===== src/rtl/gate_test_pkg.sv =====
// Shared types and constants for the exhaustive two-gate tester.
// Holds the FSM state encoding and the golden AND-OR response model.
package gate_test_pkg;

    localparam int unsigned VEC_W   = 10;
    localparam int unsigned NUM_VEC = 1024;
    localparam logic [VEC_W-1:0] VEC_MAX = VEC_W'(NUM_VEC - 1);

    typedef enum logic [2:0] {
        S_IDLE,
        S_DRIVE,
        S_WAIT,
        S_SAMPLE,
        S_DONE
    } state_e;

    // Bit 0 is the p1y response, bit 1 the p2y response.
    function automatic logic [1:0] golden(input logic [VEC_W-1:0] v);
        logic e1;
        logic e2;
        e1 = (v[0] & v[1] & v[2]) | (v[3] & v[4] & v[5]);
        e2 = (v[6] & v[7]) | (v[8] & v[9]);
        return {e2, e1};
    endfunction

endpackage


===== src/rtl/gate_tester.sv =====
// Walks all 1024 input vectors through an external AND-OR device,
// counting mismatches and recording the lowest failing vector.
module gate_tester
    import gate_test_pkg::*;
#(
    parameter int unsigned SETTLE = 1
) (
    input  logic        clk,
    input  logic        resetn,
    input  logic        start,
    output logic        p1a,
    output logic        p1b,
    output logic        p1c,
    output logic        p1d,
    output logic        p1e,
    output logic        p1f,
    output logic        p2a,
    output logic        p2b,
    output logic        p2c,
    output logic        p2d,
    input  logic        dut_p1y,
    input  logic        dut_p2y,
    output logic        busy,
    output logic        done,
    output logic        pass,
    output logic [10:0] err_count,
    output logic [9:0]  first_fail
);

    state_e           state_q, state_d;
    logic [VEC_W-1:0] vec_q, vec_d;
    logic [VEC_W-1:0] stim_q, stim_d;
    logic [VEC_W-1:0] ff_q, ff_d;
    logic [10:0]      err_q, err_d;
    logic [3:0]       wait_q, wait_d;
    logic [1:0]       gold;
    logic             mism;

    assign gold = golden(vec_q);
    assign mism = (dut_p1y != gold[0]) | (dut_p2y != gold[1]);

    always_comb begin
        state_d = state_q;
        vec_d   = vec_q;
        stim_d  = stim_q;
        ff_d    = ff_q;
        err_d   = err_q;
        wait_d  = wait_q;
        unique case (state_q)
            S_IDLE, S_DONE: begin
                if (start) begin
                    state_d = S_DRIVE;
                    vec_d   = '0;
                    err_d   = '0;
                    ff_d    = '0;
                end
            end
            S_DRIVE: begin
                stim_d  = vec_q;
                wait_d  = 4'(SETTLE - 1);
                state_d = (SETTLE > 1) ? S_WAIT : S_SAMPLE;
            end
            S_WAIT: begin
                if (wait_q <= 4'd1) begin
                    state_d = S_SAMPLE;
                end else begin
                    wait_d = wait_q - 4'd1;
                end
            end
            S_SAMPLE: begin
                if (mism) begin
                    // Saturate rather than wrap; only the first miss sets ff.
                    if (err_q != 11'(NUM_VEC)) err_d = err_q + 11'd1;
                    if (err_q == '0) ff_d = vec_q;
                end
                if (vec_q == VEC_MAX) begin
                    state_d = S_DONE;
                end else begin
                    vec_d   = vec_q + 1'b1;
                    state_d = S_DRIVE;
                end
            end
            default: state_d = S_IDLE;
        endcase
    end

    always_ff @(posedge clk) begin
        if (!resetn) begin
            state_q <= S_IDLE;
            vec_q   <= '0;
            stim_q  <= '0;
            ff_q    <= '0;
            err_q   <= '0;
            wait_q  <= '0;
        end else begin
            state_q <= state_d;
            vec_q   <= vec_d;
            stim_q  <= stim_d;
            ff_q    <= ff_d;
            err_q   <= err_d;
            wait_q  <= wait_d;
        end
    end

    assign {p2d, p2c, p2b, p2a, p1f, p1e, p1d, p1c, p1b, p1a} = stim_q;

    assign busy       = (state_q == S_DRIVE) | (state_q == S_WAIT) |
                        (state_q == S_SAMPLE);
    assign done       = (state_q == S_DONE);
    assign pass       = done & (err_q == '0);
    assign err_count  = err_q;
    assign first_fail = ff_q;

endmodule


===== config.mk =====
export PLATFORM = sky130hd
export DESIGN_NAME = gate_tester
export DESIGN_NICKNAME = d
export VERILOG_FILES = /design/src/rtl/gate_test_pkg.sv /design/src/rtl/gate_tester.sv
export SDC_FILE = /design/constraint.sdc
export NUM_CORES = 1
export LEC_CHECK = 0
export CAP_MARGIN = 20
export CORE_MARGIN = 1
export CORE_UTILIZATION = 50
export CTS_BUF_LIST = sky130_fd_sc_hd__clkbuf_4
export DETAILED_ROUTE_END_ITERATION = 8
export PLACE_DENSITY = 0.76
export REMOVE_ABC_BUFFERS = 1
export SLEW_MARGIN = 20
export SYNTH_ARGS = -nofsm -noshare
export SYNTH_HDL_FRONTEND = slang
export SYNTH_SLANG_ARGS = --single-unit

===== constraint.sdc =====
create_clock -name clk -period 2.15 [get_ports clk]
set_input_delay 0.3225 -clock clk [delete_from_list [all_inputs] [get_ports clk]]
set_output_delay 0.3225 -clock clk [all_outputs]
set_load 0.01 [all_outputs]

# == Word level (Yosys, flattened, before mapping) ==
# Cells that the tools add are included.
# totals
in_bits,5
regBits,48
out_inout_bits,34
word_cells,63
# classes
n_mux,16
reduce_logical,10
order_cmp,1
addsub,3
n_eq_ne,15
n_bitwise,12
# ops
cell,n
10-bit two-way mux,4
10-bit case mux with 2 select lines,2
11-bit two-way mux,3
11-bit case mux with 2 select lines,1
"2-bit != test, second input constant",7
3-bit case mux with 4 select lines,1
"11-bit by 1-bit adder with 11-bit output, second input constant",1
11-bit zero test,1
"11-bit != test, second input constant",1
"10-bit by 1-bit adder with 10-bit output, second input constant",1
"10-bit equality test, second input constant",1
3-bit two-way mux,3
4-bit case mux with 2 select lines,1
4-bit AND reduction,2
1-bit bitwise AND,7
"3-bit by 2-bit equality test with 1-bit output, second input constant",2
1-bit bitwise OR,5
"4-bit by 1-bit <= comparator with 1-bit output, second input constant",1
4-bit two-way mux,1
2-bit AND reduction,2
2-bit nonzero test,2
"4-bit by 1-bit subtractor with 4-bit output, second input constant",1
"3-bit by 1-bit equality test with 1-bit output, second input constant",1
"3-bit equality test, second input constant",1
4 further kinds,5

# == Logic depth before layout (Yosys ltp) ==
# Gate-level depths: netlist of the first run.
# logic_depth
word_depth,7
depth_mapped,8
depth_no_buf,7

# == Worst setup path after synthesis of the first run ==
# OpenSTA, ideal clock, no wires.
# synth_timing
path_kind,reg-to-reg
from,register vec_q[0]
to,register ff_q[5] (netlist: first_fail[5])
path_slack_ns,0.207
synth_period_minus_slack_ns,1.943
stages_incl_launch_ff,9
t_arrival_ns,1.854
required_time_ns,2.062
path_buffers,1
setup_ns,0.088
cell_sequence,dfxtp_1 > ha_1 > ha_1 > a31oi_1 > xnor2_2 > nor2_1 > or3_1 > buf_6 > o32ai_2
# synth_between
elab_chain_len,7
# synth_lines
item,line_no,source
"start, declared",gate_tester.sv:31,"logic [VEC_W-1:0] vec_q, vec_d;"
"start signal, assigned",gate_tester.sv:97,vec_q <= vec_d;
1-bit bitwise AND (2 in a row),gate_test_pkg.sv:21,e1 = (v[0] & v[1] & v[2]) | (v[3] & v[4] & v[5]);
1-bit bitwise OR,gate_test_pkg.sv:21,
1-bit != test,gate_tester.sv:40,assign mism = (dut_p1y != gold[0]) | (dut_p2y != gold[1]);
1-bit bitwise OR,gate_tester.sv:40,
2-bit != test (no line),n/a,
4-bit AND reduction (no line),n/a,
"end signal, assigned",gate_tester.sv:92,ff_q <= '0;
"end signal, assigned",gate_tester.sv:99,ff_q <= ff_d;
"end, declared",gate_tester.sv:33,"logic [VEC_W-1:0] ff_q, ff_d;"
# Every way passes these cells.
# A chain may end at the register's enable or synchronous reset.

# == Worst setup path in the final report of the first run ==
# layout_timing
from,register state_q[0]
to,output port done
# layout_between
elab_chain_len,1
# layout_lines
item,line_no,source
"start, declared",gate_tester.sv:30,"state_e state_q, state_d;"
"start signal, assigned",gate_tester.sv:96,state_q <= state_d;
3-bit equality test,gate_tester.sv:109,assign done = (state_q == S_DONE);
"end, declared",gate_tester.sv:24,"output logic done,"
# Every way passes these cells.

==> key figures, run 1 <==
STA
  • Final Setup Violations: 0
  • Fmax: ~500 MHz
  • Setup TNS Final: 0 ns
  • Final Worst Setup Slack: between 0.15 and 0.2 ns
  • Fin Clk Skew: between 0.004 and 0.005 ns
  • RSZ-0062 raised after global routing: no
  • Period utilization: about 93%
  • Worst Max-Slew Pin Slew: about 0.57 ns
  • Final hold vios: 0
  • Max-slew violations: 0
  • Min Tclk post-route: ~2.0 ns
  • Slew margin rel.: 62.1%

Clock network
  • H-tree lvl count: 2
  • Clk pin slew, worst setup/hold paths: 0.12 ns
  • TritonCTS clock tree: built
  • CTS Buf Count: 5
  • Root buffer cell: clkbuf_4
  • Worst skew pair latency: around 0.35 ns
  • Clock buffer depth: 2
  • Clock Sinks: 48

Detailed routing
  • DR vias: between 2000 and 2500
  • Vias/cell: between 5 and 6
  • Initial DRT Pass Iterations: 4
  • Final wirelength: 5180 um
  • Avg WL per Cell: 13.5 um
  • Post-DRT Antenna Nets: 0
  • # DRC: 0
  • First DRT Iteration DRCs: 133

Power and ir drop
  • LEAKAGE: ~0.99 nW
  • PwrDens: 520 nW/um^2
  • Maximum VDD drop: around 0.36 mV
  • Total power: between 1.5 and 2 mW

Layout
  • Fin nets: ~340
  • Commonest non-fill, non-tap cell in the layout: nand2_1
  • Filler Cell Count: 400
  • Area delta synth->final: 24.2%
  • Most frequent cells in the layout: nand2_1, dfxtp_1, clkdlybuf4s50_1
  • Fin cells: 385
  • Fin area: between 2000 and 3000 um^2
  • Antenna diodes: 0
  • Share of layout cells above drive strength 1: 12.6%

Synthesis
  • Number of synthesized register bits: 48
  • Yosys warnings: 0
  • EDFF count, synth: 0
  • Fraction of registers with async set/reset: 0%
  • Mean area per synthesized cell: 8.17 um^2
  • Top-area cell type share of the netlist area: 41.3%
  • Top post-synthesis cells by area: dfxtp_1, nand2_1, a21oi_1
  • Cell area after synthesis: 2330 um^2
  • Post-Syn Instances: 285
  • Synth area leader: dfxtp_1
  • Yosys cell types: 49
  • Sequential-to-total area share from yosys stat: between 40% and 50%
  • Primary FF master, synth: dfxtp_1

Die
  • Core area: 4410 um^2
  • Die Wd: 70.2 um
  • Die Y: 70.2 um
  • Starting density of the core: 52.7%
  • IO Pins: 39
  • Row count: 24
  • Die area: 4930 um^2

Place
  • Routability cong.: roughly 0.87
  • DP Area: 2830 um^2
  • Dpl hpwl: 3750 um
  • Dpl ws: 0.0717 ns
  • Placed Cells: between 300 and 400
  • Port Buffer Count: 38

Worst setup path
  • Worst reg2reg path depth: 8
  • Startpoint types: flop
  • Worst R2R Setup Slack: 0.16 ns
  • RR Endpoint: err_count[7]
  • Reg2reg start: vec_q[0]
  • Arrival time at the worst endpoint: between 1.5 and 2 ns
  • Kind of critical path: reg2out
  • Largest fanout on the critical path: 4
  • CP Capture Type: output pin
  • Req. time, crit path: around 1.8 ns

Global routing
  • Global-route wire length before repair: 9030 um
  • Antenna violations before repair: 0
  • Gr usage total: between 20% and 30%
  • Vias in the first global route: 2009
  • GRT overflow: 0
  • Largest net degree at the start of global routing: 22

Min path
  • Hold Path Depth: 2
  • Hold Startpoint: stim_q[5]
  • Worst Hold End: stim_q[5]
  • Worst min path class: reg2reg

Flow run
  • Maxcap violations: 0

Outcome
  • Status: finished, final reports clean
==> logic make-up (layout without fill, tap and decap cells) <==
group / Yosys count / in the layout / synth area share, %
DFF: 48 / 48 / 41.3
buffers and inverters: 26 / 74 / 4.73
and+or+nand+nor: 125 / 125 / 25.9
xor gates and xnor gates: 5 / 5 / 2.53
AOI/OAI and AO/OA: 75 / 75 / 22.4
adders and majority gates: 6 / 6 / 3.23
==> critical path: stages (launching register included) <==
cell	delay, ns
dfxtp_1	0.33
nor2_1	0.25
nand2_1	0.15
inv_1	0.07
clkdlybuf4s50_1	0.52
==> what timing repair did <==
item | CTS | global route
hold buffers | 0 | 0
pin swaps | 1 | 0
setup buffers | 1 | 0
setup endpoints to repair | 1 | 8
gates resized for setup | 2 | 1
==> final cells by class <==
class | count | area, um^2 | share of cell area, %
Clock buffer | 5 | 37.5 | 1.30
Multi-Input combinational cell | 211 | 1260 | 43.7
Clock inverter | 2 | 7.51 | 0.260
Inverter | 11 | 41.3 | 1.43
Tap cell | 52 | 65.1 | 2.25
Sequential cell | 48 | 961 | 33.2
Timing Repair Buffer | 56 | 514 | 17.8
==> cell usage after synthesis (all sizes together), types with 2 or more instances <==
cell type / instances
nor2b: 2
nand2b: 2
o22a: 6
a31oi: 9
nor2: 20
buf: 7
or3b: 2
inv: 11
o32ai: 2
nor3: 11
xnor2: 5
nor4: 3
o22ai: 11
a21oi: 18
o211ai: 4
dfxtp: 48
o31ai: 6
o21ai: 12
nand2: 58
nor3b: 3
nand3: 14
clkbuf: 8
ha: 6
or2: 2
==> routing by layer <==
metal,GRT usage [%],up-vias,wire [um]
met1,29.9,1065,2410
met5,0,-,0
met2,36.8,46,2510
met4,6.67,0,56
li1,-,1108,-
met3,4.04,6,206
==> registers in the layout, indices dropped and copies added (netlist names) <==
signal / count
err_count: 11
first_fail: 10
state_q: 3
stim_q: 10
vec_q: 10
wait_q: 4
==> power breakdown <==
group          total (mW)  leakage [nW]  internal, mW  switching (mW)
Clock               0.376        0.0261         0.115           0.261
Combinational       0.221         0.575        0.0881           0.132
Sequential          0.908         0.387         0.899         0.00866
Total                1.50         0.988          1.10           0.402
==> how the worst max path moves through the flow <==
stage / from / end / slack [ns] / cells past startpoint
after floorplan: vec_q[0] / first_fail[5] / 0.18 / 7
after global placement: start / err_count[10] / 0.1 / 6
after detailed placement: start / err_count[10] / 0.07 / 6
after CTS: vec_q[0] / first_fail[9] / 0.06 / 7
after global routing: vec_q[0] / err_count[10] / 0.02 / 8
final: state_q[0] / done / 0.16 / 4
==> per-stage QoR <==
| stage | hold slack, ns | util (%) |
|---|---|---|
| 3_5_place_dp | 0.449 | 64.1 |
| 2_1_floorplan | 0.440 | - |
| 4_1_cts | 0.467 | 65.4 |
| 3_3_place_gp | 0.445 | 64.1 |
| 6_report | 0.466 | 65.5 |
| 5_1_grt | 0.498 | 65.5 |
(Power assumes the default switching activity.)
==> run 2, diff against run 1 <==
- CTS_BUF_LIST: sky130_fd_sc_hd__clkbuf_4 -> sky130_fd_sc_hd__clkbuf_8
==> run 2 against run 1 <==
  * Setup slack lost 0.0061 ns
  * Combinational power is essentially flat
  * Cell count is the same
  * Sequential power is essentially flat
  * Die area is the same
  * Power grew 13%
  * Critical path type is now reg2reg
==> key figures, run 2 (synthesis gave the netlist of run 1 again) <==
STA
  • Max-slew violations: 0 (unchanged)
  • Fin Clk Skew: 0.00527 ns (was 0.00442 ns)
  • Fmax: 500 MHz (was 501 MHz)
  • Final Setup Violations: 0 (unchanged)
  • Setup TNS Final: 0 ns (unchanged)
  • Slew margin rel.: 63.5% (was 62.1%)
  • Worst Max-Slew Pin Slew: 0.545 ns (was 0.566 ns)
  • Min Tclk post-route: 2.00 ns (was 1.99 ns)
  • Hold Slack: 0.460 ns (was 0.466 ns)
  • Period utilization: 93.1% (was 92.8%)
  • Final hold vios: 0 (unchanged)
  • RSZ-0062 raised after global routing: no (unchanged)

Global routing
  • Antenna violations before repair: 0 (unchanged)
  • Vias in the first global route: 2052 (was 2009)
  • GRT overflow: 0 (unchanged)
  • Gr usage total: 22.8% (was 22.4%)
  • Global-route wire length before repair: 9170 um (was 9030 um)
  • Largest net degree at the start of global routing: 22 (unchanged)

Layout
  • Most frequent cells in the layout: nand2_1, dfxtp_1, clkdlybuf4s50_1 (unchanged)
  • Commonest non-fill, non-tap cell in the layout: nand2_1 (unchanged)
  • Fin nets: 344 (unchanged)
  • Area delta synth->final: 26.4% (was 24.2%)
  • Antenna diodes: 0 (unchanged)
  • Share of layout cells above drive strength 1: 13.2% (was 12.6%)
  • Final design utilization: 66.6% (was 65.5%)
  • Max reg flops: 11 (unchanged)
  • Filler Cell Count: 381 (was 400)

Clock network
  • Root buffer cell: clkbuf_8 (was clkbuf_4)
  • TritonCTS clock tree: built (unchanged)
  • Clock Sinks: 48 (unchanged)
  • H-tree lvl count: 2 (unchanged)
  • Clk pin slew, worst setup/hold paths: 0.08 ns (was 0.12 ns)
  • Worst skew pair latency: 0.30 ns (was 0.35 ns)
  • CTS Buf Count: 5 (unchanged)
  • Clock buffer depth: 2 (unchanged)

Outcome
  • Status: finished, final reports clean (unchanged)

Power and ir drop
  • PwrDens: 575 nW/um^2 (was 520 nW/um^2)
  • Total power: 1.69 mW (was 1.50 mW)
  • Maximum VDD drop: 0.360 mV (about the same)
  • LEAKAGE: 1.01 nW (was 0.988 nW)

Worst setup path
  • Req. time, crit path: 2.34 ns (was 1.83 ns)
  • Critical Path Source: vec_q[0] (was state_q[0])
  • Startpoint types: flop (unchanged)
  • Worst R2R Setup Slack: 0.15 ns (was 0.16 ns)
  • Critical path endpoint: err_count[6] (was done)
  • Largest fanout on the critical path: 10 (was 4)
  • Worst reg2reg path depth: 8 (unchanged)
  • RR Endpoint: err_count[6] (was err_count[7])
  • CP Capture Type: flop (was output pin)
  • Reg2reg start: vec_q[0] (unchanged)
  • Arrival time at the worst endpoint: 2.19 ns (was 1.67 ns)
  • Kind of critical path: reg2reg (was reg2out)

Detailed routing
  • DR vias: 2218 (was 2225)
  • # DRC: 0 (unchanged)
  • Initial DRT Pass Iterations: 4 (unchanged)
  • Vias/cell: 5.76 (was 5.78)
  • Avg WL per Cell: 13.7 um (was 13.5 um)
  • Post-DRT Antenna Nets: 0 (unchanged)
  • Final wirelength: 5260 um (was 5180 um)
  • First DRT Iteration DRCs: 118 (was 133)

Flow run
  • Maxcap violations: 0 (unchanged)

Die
  • Die Wd: 70.2 um (unchanged)
  • Starting density of the core: 52.7% (unchanged)
  • Die area: 4930 um^2 (unchanged)
  • Core area: 4410 um^2 (unchanged)
  • IO Pins: 39 (unchanged)
  • Die Y: 70.2 um (unchanged)
  • Row count: 24 (unchanged)

Min path
  • Worst min path class: reg2reg (unchanged)

Place
  • Routability cong.: 0.873 (unchanged)
  • Port Buffer Count: 38 (unchanged)
  • Dpl hpwl: 3750 um (unchanged)
[run 2: critical path: stages (launching register included)]
cell and delay [ns]:
dfxtp_1 0.35, ha_1 0.22, ha_1 0.18, a31oi_1 0.23
xnor2_2 0.09, buf_4 0.14, o21ai_2 0.35, nor3_1 0.12
o22a_1 0.22
[run 2: layer usage]
layer	track usage [%]	share of wire, %	vias up
met2	37.4	48	47
li1	-	-	1106
met1	30.0	47	1056
met4	7.78	1.8	0
met3	4.47	3.9	9
met5	0	0	-
[run 2: area by class of cell]
type | count | area [um^2] | area share, %
multi-input cells | 211 | 1260 | 43.0
flip-flops and latches | 48 | 961 | 32.7
repair buffers | 56 | 514 | 17.5
clock buffers | 7 | 96.3 | 3.28
well taps | 52 | 65.1 | 2.21
inverters | 11 | 41.3 | 1.40
[run 2: worst min-delay path by stage]
stage                         end  cells after the start  slack (ns)     startpoint
floorplan            err_count[1]                      1        0.44         resetn
global route        first_fail[3]                      2        0.49  first_fail[3]
global placement        stim_q[5]                      2        0.45      stim_q[5]
CTS                     stim_q[6]                      2        0.46      stim_q[6]
detailed placement      stim_q[6]                      2        0.45      stim_q[6]
finish                  stim_q[5]                      2        0.46      stim_q[5]
[run 2: stage by stage]
stage	cells	instance area, um^2	setup slack, ns
floorplan	270	2260	0.180
global placement	377	2830	0.0951
detailed placement	377	2830	0.0717
CTS	385	2940	0.0699
global route	385	2940	0.0328
finish	385	2940	0.149
[run 2: report_power, final]
group          internal [mW]  switching, mW
registers              0.898        0.00868
clock network          0.287          0.279
logic                 0.0881          0.132
total                   1.27          0.420
[run 2: what timing repair did]
item	4_1_cts	5_1_grt
hold buffers	0	0
pin swaps	1	0
buffers inserted	1	0
resized for setup	2	1
cloned	0	0
endpoints found under the setup margin	1	7
==> run 3, diff against run 2 <==
- ABC_AREA: unset -> 1
- ABC_CLOCK_PERIOD_IN_PS: unset -> 2150
- PLACE_DENSITY: 0.76 -> 0.74
==> run 3 against run 2 <==
  * Non-clock buffer count shrank 7
  * Utilization shrank 3.2 points
  * Routed wire length grew 19%
  * Synthesized cell count increased by 46%
  * Clock-buffer cell count shrank 1
  * Register-to-register slack improved by 0.21 ns
  * Setup slack improved by 0.019 ns
  * Clock power is 3.7% lower
  * Die area increased by 17%
  * Sequential power up 28%
  * Worst hold slack gained 0.022 ns
  * Largest cell class unchanged
==> key figures, run 3 <==
Layout
  • Fin nets: 468 (was 344)
  • Max reg flops: 11 (unchanged)
  • Share of layout cells above drive strength 1: 8.95% (was 13.2%)
  • Antenna diodes: 0 (unchanged)
  • Fin area: 3280 um^2 (was 2940 um^2)
  • Area delta synth->final: 20.1% (was 26.4%)
  • Most frequent cells in the layout: nand2_1, inv_1, dfxtp_1 (was nand2_1, dfxtp_1, clkdlybuf4s50_1)
  • Filler Cell Count: 474 (was 381)
  • Commonest non-fill, non-tap cell in the layout: nand2_1 (unchanged)

Synthesis
  • Number of synthesized register bits: 48 (unchanged)
  • Top-area cell type share of the netlist area: 35.2% (was 41.3%)
  • Post-Syn Instances: 417 (was 285)
  • Yosys cell types: 34 (was 49)
  • EDFF count, synth: 0 (unchanged)
  • Most frequent cell after synthesis: nand2_1 (unchanged)
  • Top post-synthesis cells by area: dfxtp_1, nand2_1, inv_1 (was dfxtp_1, nand2_1, a21oi_1)
  • Mean area per synthesized cell: 6.55 um^2 (was 8.17 um^2)
  • Primary FF master, synth: dfxtp_1 (unchanged)
  • Synth area leader: dfxtp_1 (unchanged)
  • Cell area after synthesis: 2730 um^2 (was 2330 um^2)
  • Sequential-to-total area share from yosys stat: 35.2% (was 41.3%)
  • Fraction of registers with async set/reset: 0% (unchanged)
  • Most instantiated cells after synthesis: nand2_1, inv_1, dfxtp_1 (was nand2_1, dfxtp_1, nor2_1)
  • Yosys warnings: 0 (unchanged)

Clock network
  • Hold buffers post-CTS: 0 (unchanged)
  • CTS Buf Count: 5 (unchanged)
  • TritonCTS clock tree: built (unchanged)
  • Clk pin slew, worst setup/hold paths: 0.09 ns (was 0.08 ns)
  • Clock buffer depth: 2 (unchanged)
  • Worst skew pair latency: 0.30 ns (about the same)
  • Root buffer cell: clkbuf_8 (unchanged)
  • H-tree lvl count: 2 (unchanged)
  • # resized after CTS: 2 (unchanged)
  • Clock Sinks: 48 (unchanged)
  • Post-CTS setup buffer count: 0 (was 1)

Global routing
  • Antenna violations before repair: 0 (unchanged)
  • GRT overflow: 0 (unchanged)
  • Largest net degree at the start of global routing: 25 (was 22)
  • Global-route wire length before repair: 11300 um (was 9170 um)
  • Gr usage total: 23.9% (was 22.8%)
  • Vias in the first global route: 2553 (was 2052)

STA
  • Hold Slack: 0.483 ns (was 0.460 ns)
  • Slew margin rel.: 67.3% (was 63.5%)
  • Setup TNS Final: 0 ns (unchanged)
  • Max-slew violations: 0 (unchanged)
  • Period utilization: 92.1% (was 93.1%)
  • Final hold vios: 0 (unchanged)
  • Worst Max-Slew Pin Slew: 0.490 ns (was 0.545 ns)
  • Min Tclk post-route: 1.98 ns (was 2.00 ns)
  • RSZ-0062 raised after global routing: no (unchanged)
  • Fmax: 505 MHz (was 500 MHz)
  • Fin Clk Skew: 0.00668 ns (was 0.00527 ns)
  • Final Setup Violations: 0 (unchanged)

Power and ir drop
  • PwrDens: 906 nW/um^2 (was 575 nW/um^2)
  • Maximum VDD drop: 0.544 mV (was 0.360 mV)
  • Total power: 2.97 mW (was 1.69 mW)
  • LEAKAGE: 1.39 nW (was 1.01 nW)

Detailed routing
  • DR vias: 2678 (was 2218)
  • Final wirelength: 6260 um (was 5260 um)
  • Initial DRT Pass Iterations: 4 (unchanged)
  • # DRC: 0 (unchanged)
  • First DRT Iteration DRCs: 161 (was 118)
  • Avg WL per Cell: 11.8 um (was 13.7 um)
  • Vias/cell: 5.07 (was 5.76)
  • Post-DRT Antenna Nets: 0 (unchanged)

Worst setup path
  • Crit-path cells: inv_1 -> ha_1 -> nor3b_2 -> nand3_1 -> nor3_1 -> dlygate4sd2_1 (was ha_1 -> ha_1 -> a31oi_1 -> xnor2_2 -> buf_4 -> o21ai_2 -> nor3_1 -> o22a_1)
  • RR Endpoint: err_count[8] (was err_count[6])
  • Critical path buffers and inverters: 2 (was 1)
  • Kind of critical path: reg2out (was reg2reg)
  • Largest fanout on the critical path: 2 (was 10)
  • Worst reg2reg path depth: 10 (was 8)
  • Arrival time at the worst endpoint: 1.66 ns (was 2.19 ns)
  • Reg2reg start: vec_q[1] (was vec_q[0])
  • Startpoint types: flop (unchanged)
  • CP max-delay cell: dfxtp_1 (unchanged)
  • Delay-heaviest family, CP: simple AND/OR/NAND/NOR gates (was compound AO/OA/AOI/OAI gates)
  • CP Capture Type: output pin (was flop)
  • Crit-path max cell delay: 0.33 ns (was 0.35 ns)
  • Worst R2R Setup Slack: 0.36 ns (was 0.15 ns)
  • Req. time, crit path: 1.83 ns (was 2.34 ns)

Die
  • Die Wd: 75.9 um (was 70.2 um)
  • Core area: 5170 um^2 (was 4410 um^2)
  • Row count: 26 (was 24)
  • Starting density of the core: 52.8% (was 52.7%)
  • Die Y: 75.9 um (was 70.2 um)
  • IO Pins: 39 (unchanged)
  • Die area: 5760 um^2 (was 4930 um^2)

Min path
  • Worst Hold End: stim_q[7] (was stim_q[5])
  • Hold Path Depth: 2 (unchanged)
  • Hold Startpoint: stim_q[7] (was stim_q[5])
  • Worst min path class: reg2reg (unchanged)

Outcome
  • Status: finished, final reports clean (unchanged)

Place
  • Routability cong.: 0.888 (was 0.873)
  • Dpl hpwl: 4500 um (was 3750 um)
  • DP Area: 3190 um^2 (was 2830 um^2)
  • Port Buffer Count: 38 (unchanged)

Flow run
  • Maxcap violations: 0 (unchanged)
-- run 3: logic make-up (layout without fill, tap and decap cells) --
logic type / Yosys count / after routing / synth area share, %
compound gates: 54 / 54 / 10.2
simple gates: 231 / 231 / 38.9
fa+ha+maj: 6 / 6 / 2.75
flops: 48 / 48 / 35.2
xor+xnor: 3 / 3 / 0.962
buf+inv: 75 / 116 / 12.1
-- run 3: worst min-delay path, stage by stage, from the launching register on --
cell	delay [ns]
dfxtp_1	0.32
nand2_1	0.06
a21oi_1	0.06
-- run 3: metrics by stage --
| step | cells | worst slack [ns] | util, % |
|---|---|---|---|
| 2_1_floorplan | 401 | 0.589 | - |
| 3_3_place_gp | 520 | 0.173 | 61.6 |
| 3_5_place_dp | 520 | 0.201 | 61.6 |
| 4_1_cts | 528 | 0.171 | 63.4 |
| 5_1_grt | 528 | 0.0420 | 63.4 |
| 6_report | 528 | 0.169 | 63.4 |
-- run 3: per-layer routing --
layer / global-route usage (%) / part of all wire, % / wire length, um
met1: 31.7 / 47 / 2940
met5: 0 / 0 / 0
met3: 3.86 / 6.5 / 405
met4: 7.69 / 1.1 / 71
met2: 39.7 / 45 / 2840
-- run 3: cell type report --
| cell class | count | area, um^2 | share of cell area (%) |
|---|---|---|---|
| Clock buffer | 6 | 82.6 | 2.52 |
| Clock inverter | 2 | 7.51 | 0.229 |
| Inverter | 59 | 223 | 6.79 |
| Multi-Input combinational cell | 294 | 1450 | 44.1 |
| Sequential cell | 48 | 961 | 29.3 |
| Tap cell | 70 | 87.6 | 2.67 |
| Timing Repair Buffer | 49 | 474 | 14.4 |
-- run 3: power breakdown --
| part | switching [mW] | internal, mW |
|---|---|---|
| clock | 0.292 | 0.253 |
| sequential | 0.102 | 1.06 |
| combinational | 0.734 | 0.532 |
-- run 3: how the worst max path moves through the flow --
| stage | start | to | slack [ns] | cells past startpoint |
|---|---|---|---|---|
| 6_report | err_count[0] | pass | 0.17 | 6 |
| 5_1_grt | err_count[4] | pass | 0.04 | 6 |
| 3_5_place_dp | err_count[0] | pass | 0.20 | 6 |
| 2_1_floorplan | err_count[0] | pass | 0.59 | 5 |
| 4_1_cts | err_count[0] | pass | 0.17 | 6 |
| 3_3_place_gp | err_count[0] | pass | 0.17 | 6 |
